[config.mk]
export PLATFORM = sky130hd
export DESIGN_NAME = metro_credit_rx
export DESIGN_NICKNAME = d
export VERILOG_FILES = /design/src/rtl/metro_mpi_pkg.sv /design/src/rtl/metro_sync_fifo.sv /design/src/rtl/metro_credit_rx.sv
export SDC_FILE = /design/constraint.sdc
export NUM_CORES = 1
export LEC_CHECK = 0
export BUFFER_PORTS_ARGS = -buffer_cell sky130_fd_sc_hd__buf_2
export CORE_MARGIN = 5
export CORE_UTILIZATION = 35
export DETAILED_ROUTE_END_ITERATION = 8
export HOLD_SLACK_MARGIN = 0.12
export MAX_ROUTING_LAYER = met4
export PLACE_DENSITY = 0.62
export SLEW_MARGIN = 20
export SYNTH_ARGS = -nofsm -noshare
export SYNTH_HDL_FRONTEND = slang
export SYNTH_HIERARCHICAL = 1
export SYNTH_SLANG_ARGS = --single-unit
[constraint.sdc]
create_clock -name clk_i -period 2.5 [get_ports clk_i]
set_input_delay 0.375 -clock clk_i [delete_from_list [all_inputs] [get_ports clk_i]]
set_output_delay 0.375 -clock clk_i [all_outputs]
set_load 0.02 [all_outputs]
[src/rtl/metro_mpi_pkg.sv]
// Shared types and sizing helpers for the Metro-MPI link endpoint.
// Latency: n/a (declarations only).
// Backpressure: n/a.
//
// Contents: default flit width, default receive depth, flit_t, and cnt_w()
// which sizes an occupancy counter able to hold 0..depth inclusive.
package metro_mpi_pkg;

  localparam int FLIT_W           = 64;
  localparam int RX_DEPTH_DEFAULT = 4;

  typedef logic [FLIT_W-1:0] flit_t;

  // Occupancy counters must represent DEPTH itself (full), hence depth+1.
  function automatic int cnt_w(input int depth);
    return $clog2(depth + 1);
  endfunction

endpackage

[src/rtl/metro_sync_fifo.sv]
// Synchronous FIFO with registered storage, pointers and occupancy count.
// Latency: a push in cycle N is visible at head_o from cycle N+1 (no fall-through).
// Backpressure: none internally; caller must not push when full_o or pop when empty_o.
//
// Ports:
//   clk_i, rstn_i      clock, asynchronous active-low reset (clears storage too)
//   push_i, data_i     write request and payload
//   pop_i              read request, advances head
//   head_o             entry at read pointer (raw, not qualified by empty)
//   count_o            current occupancy, 0..DEPTH
//   full_o, empty_o    occupancy flags
module metro_sync_fifo
  import metro_mpi_pkg::*;
#(
  parameter int DATA_W = FLIT_W,
  parameter int DEPTH  = RX_DEPTH_DEFAULT
) (
  input  logic                      clk_i,
  input  logic                      rstn_i,
  input  logic                      push_i,
  input  logic [DATA_W-1:0]         data_i,
  input  logic                      pop_i,
  output logic [DATA_W-1:0]         head_o,
  output logic [cnt_w(DEPTH)-1:0]   count_o,
  output logic                      full_o,
  output logic                      empty_o
);

  localparam int PTR_W = $clog2(DEPTH);
  localparam int CNT_W = cnt_w(DEPTH);

  // Power-of-two depth lets the pointers wrap by plain overflow.
  if (DEPTH < 2 || (DEPTH & (DEPTH - 1)) != 0) begin : g_bad_depth
    $error("metro_sync_fifo: DEPTH must be a power of two >= 2");
  end

  logic [DATA_W-1:0] mem_q [DEPTH];
  logic [PTR_W-1:0]  wr_ptr_q, wr_ptr_d;
  logic [PTR_W-1:0]  rd_ptr_q, rd_ptr_d;
  logic [CNT_W-1:0]  count_q, count_d;

  always_comb begin
    wr_ptr_d = wr_ptr_q;
    rd_ptr_d = rd_ptr_q;
    if (push_i) wr_ptr_d = wr_ptr_q + PTR_W'(1);
    if (pop_i)  rd_ptr_d = rd_ptr_q + PTR_W'(1);
    count_d = count_q + CNT_W'(push_i) - CNT_W'(pop_i);
  end

  always_ff @(posedge clk_i or negedge rstn_i) begin
    if (!rstn_i) begin
      for (int i = 0; i < DEPTH; i++) mem_q[i] <= '0;
      wr_ptr_q <= '0;
      rd_ptr_q <= '0;
      count_q  <= '0;
    end else begin
      if (push_i) mem_q[wr_ptr_q] <= data_i;
      wr_ptr_q <= wr_ptr_d;
      rd_ptr_q <= rd_ptr_d;
      count_q  <= count_d;
    end
  end

  assign head_o  = mem_q[rd_ptr_q];
  assign count_o = count_q;
  assign full_o  = (count_q == CNT_W'(DEPTH));
  assign empty_o = (count_q == '0);

  a_count_bound: assert property (@(posedge clk_i) disable iff (!rstn_i)
    count_q <= CNT_W'(DEPTH));
  a_no_push_full: assert property (@(posedge clk_i) disable iff (!rstn_i)
    !(push_i && full_o));
  a_no_pop_empty: assert property (@(posedge clk_i) disable iff (!rstn_i)
    !(pop_i && empty_o));

endmodule

[src/rtl/metro_credit_rx.sv]
// Credit-based link receiver: buffers link flits, hands them to a valid/ready consumer.
// Latency: flit visible one cycle after arrival; yummy (credit) one cycle after each pop.
// Backpressure: consumer stalls via ready_i; link is credit-limited, a flit arriving full is dropped and flagged.
//
// Ports:
//   clk_i, rstn_i        clock, asynchronous active-low reset
//   rank_i               rank of this process; block only acts when it equals RX_RANK
//   valid_i, data_i      inbound link flit
//   yummy_o              one-cycle credit return per consumed flit
//   valid_o, data_o      head flit to consumer (data_o forced 0 when not valid)
//   ready_i              consumer accepts head flit
//   count_o              FIFO occupancy
//   overflow_o           sticky: flit arrived while FIFO full
module metro_credit_rx
  import metro_mpi_pkg::*;
#(
  parameter int DATA_W  = FLIT_W,
  parameter int DEPTH   = RX_DEPTH_DEFAULT,
  parameter int RX_RANK = 0
) (
  input  logic                     clk_i,
  input  logic                     rstn_i,
  input  int                       rank_i,
  input  logic                     valid_i,
  input  logic [DATA_W-1:0]        data_i,
  output logic                     yummy_o,
  output logic                     valid_o,
  output logic [DATA_W-1:0]        data_o,
  input  logic                     ready_i,
  output logic [cnt_w(DEPTH)-1:0]  count_o,
  output logic                     overflow_o
);

  logic              active;
  logic              push;
  logic              pop;
  logic              full;
  logic              empty;
  logic [DATA_W-1:0] head;
  logic              yummy_q, yummy_d;
  logic              overflow_q, overflow_d;

  assign active = (rank_i == RX_RANK);

  // Inactive ranks freeze: no push, no pop, no overflow update.
  assign push    = active & valid_i & ~full;
  assign valid_o = active & ~empty;
  assign pop     = valid_o & ready_i;
  assign data_o  = valid_o ? head : '0;

  metro_sync_fifo #(
    .DATA_W (DATA_W),
    .DEPTH  (DEPTH)
  ) u_fifo (
    .clk_i   (clk_i),
    .rstn_i  (rstn_i),
    .push_i  (push),
    .data_i  (data_i),
    .pop_i   (pop),
    .head_o  (head),
    .count_o (count_o),
    .full_o  (full),
    .empty_o (empty)
  );

  // A flit while full means the sender spent a credit it did not hold.
  always_comb begin
    yummy_d    = pop;
    overflow_d = overflow_q | (active & valid_i & full);
  end

  always_ff @(posedge clk_i or negedge rstn_i) begin
    if (!rstn_i) begin
      yummy_q    <= 1'b0;
      overflow_q <= 1'b0;
    end else begin
      yummy_q    <= yummy_d;
      overflow_q <= overflow_d;
    end
  end

  // Credit pulse is suppressed on a non-matching rank like every other output.
  assign yummy_o    = active & yummy_q;
  assign overflow_o = overflow_q;

endmodule

==> impl_summary.log <==
INFO  metric grt_pass1_wl = 50250 um
INFO  metric failed_checks = setup timing
INFO  metric irDropWorstVdd = 0.0005284 V
INFO  metric route.final.wire_length = 31880 um
INFO  metric number_of_library_cell_types_mapped_by_synthesis = 23
INFO  metric peak_usage_layer_in_the_global_routing_report = met2
INFO  metric cellLeakagePower = 0.007919 uW
INFO  metric setup_total_negative_slack = -156.2 ps
INFO  metric finalNetCount = 1187
INFO  metric antenna_found_initial = 1
INFO  metric finClkSkew = 11.76 ps
INFO  metric cts_root_buffer = sky130_fd_sc_hd__clkbuf_16
INFO  metric max_cap_viol_count = 0
INFO  metric worst_skew_pair_later_pin_latency = 540 ps
INFO  metric die_outline_area = 39400 sq um
INFO  metric slew-limit-headroom = 54.26%
INFO  metric grt_util_met3 = 2.388%
INFO  metric tritoncts_num_sinks = 265
INFO  metric fin_cells = 1564
INFO  metric via_count_of_the_first_global_routing_pass = 8736
INFO  metric core_region_area = 35310 sq um
INFO  metric rsz_0062_raised_after_global_routing = true
INFO  metric drtIter0Drc = 239
INFO  metric grtUsageTotal = 16.56%
INFO  metric initial_utilization = 35.22%
INFO  metric final-max-slew-violation-count = 0
INFO  metric total_congestion_overflow_after_global_routing = 0
INFO  metric placed_cells_incl_taps = 1429
INFO  metric cp_cell_sequence = buf_8, clkbuf_16, mux4_2, inv_2, nor4_2, buf_4
INFO  metric tritoncts_clock_tree = done
INFO  metric worstHoldPathType = input port to flop
INFO  metric hold_viol_final = 0
INFO  metric fp.dieW = 198.5 um
INFO  metric endpoint_kind = output pin
INFO  metric cellPowerDensity = 544.7 nW/um^2
INFO  metric flow.area_growth_from_synthesis = 32.18%
INFO  metric remaining_drc_errors = 0
INFO  metric setup.worst_path.class = flop to output pin
INFO  metric routedWlPerCell = 20.38 um
INFO  metric netlist_area = 12440 sq um
INFO  metric place_congestion = 0.7269
INFO  metric global_route.usage.met2 = 27.62%
INFO  metric dpl.hpwl = 19570 um
INFO  metric detailed_routing_iterations_pass_1 = 6
INFO  metric timing.final.crit_share = 101.2%
INFO  metric detail_route.vias_per_cell = 5.054
INFO  metric final_setup_violation_count = 10
INFO  metric std_cell_rows = 69
INFO  metric postLayoutSetupSlackWorst = -29.61 ps
INFO  metric grt_start_max_net_pins = 71
INFO  metric worst-path-max-fanout = 7
INFO  metric timing.critical_path.slowest_cell_delay = 510 ps
INFO  metric htree_levels = 1
INFO  metric total_clock_buffers_created_by_cts = 30
INFO  metric syn-mean-instance-area = 15.19 sq um
INFO  metric proportion_of_layout_cells_with_a_drive_suffix_above_1 = 64.34%
INFO  metric num_io_pins = 170
INFO  metric clock_edge_transition_at_the_registers_on_the_reported_setup_and_hold_paths = 60 ps
INFO  metric deepest_clock_path_buffer_count = 3
INFO  metric final_period_minus_worst_setup_slack = 2530 ps
INFO  metric timing.critical_path.arrival = 2150 ps
INFO  metric post-place-ws = -264.4 ps
INFO  metric die_span_y = 198.5 um
INFO  metric synth_warnings = 6
INFO  metric cell_with_the_largest_stage_delay_on_the_worst_path = sky130_fd_sc_hd__dfrtp_4
INFO  metric syn-instance-count = 819
INFO  metric tightest_slew = 686.0 ps
INFO  metric ys_seq_elements = 265
INFO  metric grt_util_met1 = 21.75%
INFO  metric port_buffers = 169
INFO  metric result_of_the_run = finished, violations left
INFO  metric final_antenna_net_count = 0
INFO  metric synthesized_net_count = 926
INFO  metric max_clock_freq = 395.3 MHz
INFO  metric ys_seq_area_share = 53.32%
INFO  metric num_vias = 7905
INFO  metric crit_required = 2120 ps
INFO  metric worstSetupStartpointType = flop
## kinds of logic (layout without fill, tap and decap cells)
kind of cell	count (synthesis)	after routing	share of synthesized area [%]
AO/OA/AOI/OAI	2	2	0.1006
adder cells (fa/ha/maj)	7	7	0.7646
multiplexers	320	320	34.77
flip-flops	265	265	53.32
buffers and inverters	133	416	5.976
AND/OR/NAND/NOR	87	87	4.718
other	0	1	0
XOR/XNOR	5	5	0.3522
## where the power goes
group          switching [uW]  total (uW)  internal, uW
registers          0.00000691        4290          4290
logic                     180         328           149
clock network            1750        4340          2580
## timing repair
item,CTS,global route
hold buffers,66,0
pin swaps,27,33
hold endpoints to repair,320,0
buffers inserted,9,2
cloned,2,3
endpoints found under the setup margin,65,67
gates resized for setup,49,113
## cell usage after synthesis
cell type	number	share of area [%]
sky130_fd_sc_hd__inv_1	73	2.2
sky130_fd_sc_hd__buf_2	9	0.36
sky130_fd_sc_hd__nand2_1	3	0.091
sky130_fd_sc_hd__xor2_1	2	0.14
sky130_fd_sc_hd__nor3_1	3	0.12
sky130_fd_sc_hd__buf_1	2	0.060
sky130_fd_sc_hd__buf_4	4	0.24
sky130_fd_sc_hd__nand2_2	4	0.20
sky130_fd_sc_hd__nand4_1	2	0.10
sky130_fd_sc_hd__nor4_2	8	0.80
sky130_fd_sc_hd__dfrtp_1	265	53
sky130_fd_sc_hd__o21ai_0	1	0.040
sky130_fd_sc_hd__mux2_2	256	23
sky130_fd_sc_hd__nor3b_1	1	0.060
sky130_fd_sc_hd__fa_1	1	0.16
sky130_fd_sc_hd__nor4b_1	1	0.070
sky130_fd_sc_hd__ha_1	6	0.60
sky130_fd_sc_hd__buf_6	29	2.6
sky130_fd_sc_hd__xnor2_1	3	0.21
sky130_fd_sc_hd__mux4_2	64	12
sky130_fd_sc_hd__nor4_1	65	3.3
sky130_fd_sc_hd__o31ai_1	1	0.060
sky130_fd_sc_hd__clkbuf_1	16	0.48
## cell type report
cell class,instances,area [sq um]
diodes,1,2.502
well taps,461,576.8
multi-input cells,421,5568
fillers,3090,18870
repair buffers,289,2387
clock inverters,15,140.1
flip-flops and latches,265,6643
inverters,73,276.5
clock buffers,39,845.8
## worst max-delay path: cells and delay by family, from the launching register on
| kind | cells | cell delay (ps) |
|---|---|---|
| and+or+nand+nor | 1 | 220 |
| DFF | 1 | 510 |
| buffers and inverters | 4 | 550 |
| muxes | 1 | 340 |
## layout by cell type (no fill, tap or decap), types with 5 or more instances in the layout
| cell type | instances |
|---|---|
| sky130_fd_sc_hd__dfrtp_1 | 260 |
| sky130_fd_sc_hd__mux4_2 | 64 |
| sky130_fd_sc_hd__buf_2 | 125 |
| sky130_fd_sc_hd__clkbuf_16 | 34 |
| sky130_fd_sc_hd__clkinv_2 | 8 |
| sky130_fd_sc_hd__buf_6 | 8 |
| sky130_fd_sc_hd__buf_4 | 63 |
| sky130_fd_sc_hd__inv_2 | 41 |
| sky130_fd_sc_hd__nor4_4 | 13 |
| sky130_fd_sc_hd__nor4_1 | 14 |
| sky130_fd_sc_hd__buf_8 | 5 |
| sky130_fd_sc_hd__nor4_2 | 46 |
| sky130_fd_sc_hd__buf_12 | 18 |
| sky130_fd_sc_hd__dlygate4sd3_1 | 66 |
| sky130_fd_sc_hd__mux2_2 | 256 |
| sky130_fd_sc_hd__inv_1 | 31 |
## sequential cells by signal, summed over array words and instances, names as in the netlist
signal / cells
overflow_o: 1
u_fifo/count_o: 3
u_fifo/mem_q: 256
u_fifo/rd_ptr_q: 2
u_fifo/wr_ptr_q: 2
yummy_q: 1
## final timing paths
path                                         start                 to  cells after the start  slack, ps
max in group asynchronous                   rstn_i  u_fifo/mem_q[246]                      3       1340
worst max register to register   u_fifo/count_o[1]  u_fifo/count_o[2]                     11        150
worst max-delay path            u_fifo/rd_ptr_q[0]         data_o[12]                      6        -30
min in group asynchronous                   rstn_i  u_fifo/mem_q[151]                      2        400
worst min-delay path                       ready_i            yummy_q                      4        270
worst min register to register    u_fifo/mem_q[51]   u_fifo/mem_q[51]                      1        500
## stage by stage
stage	hold slack (ps)	utilization, %	cell area, sq um	power (uW)
4_1_cts	246.7	45.46	16050	9117
3_5_place_dp	386.9	39.84	14070	4620
5_1_grt	272.9	46.56	16440	9317
2_1_floorplan	79.41	-	12580	4380
6_report	270.8	46.56	16440	8955
3_3_place_gp	392.6	39.84	14070	4617
## routing by layer
metal	up-vias	routed length (um)
met1	4194	14000
met4	0	803
met2	140	15910
met5	-	0
met3	44	1164
li1	3527	-
Note: power is estimated with default switching activity, not from simulation.
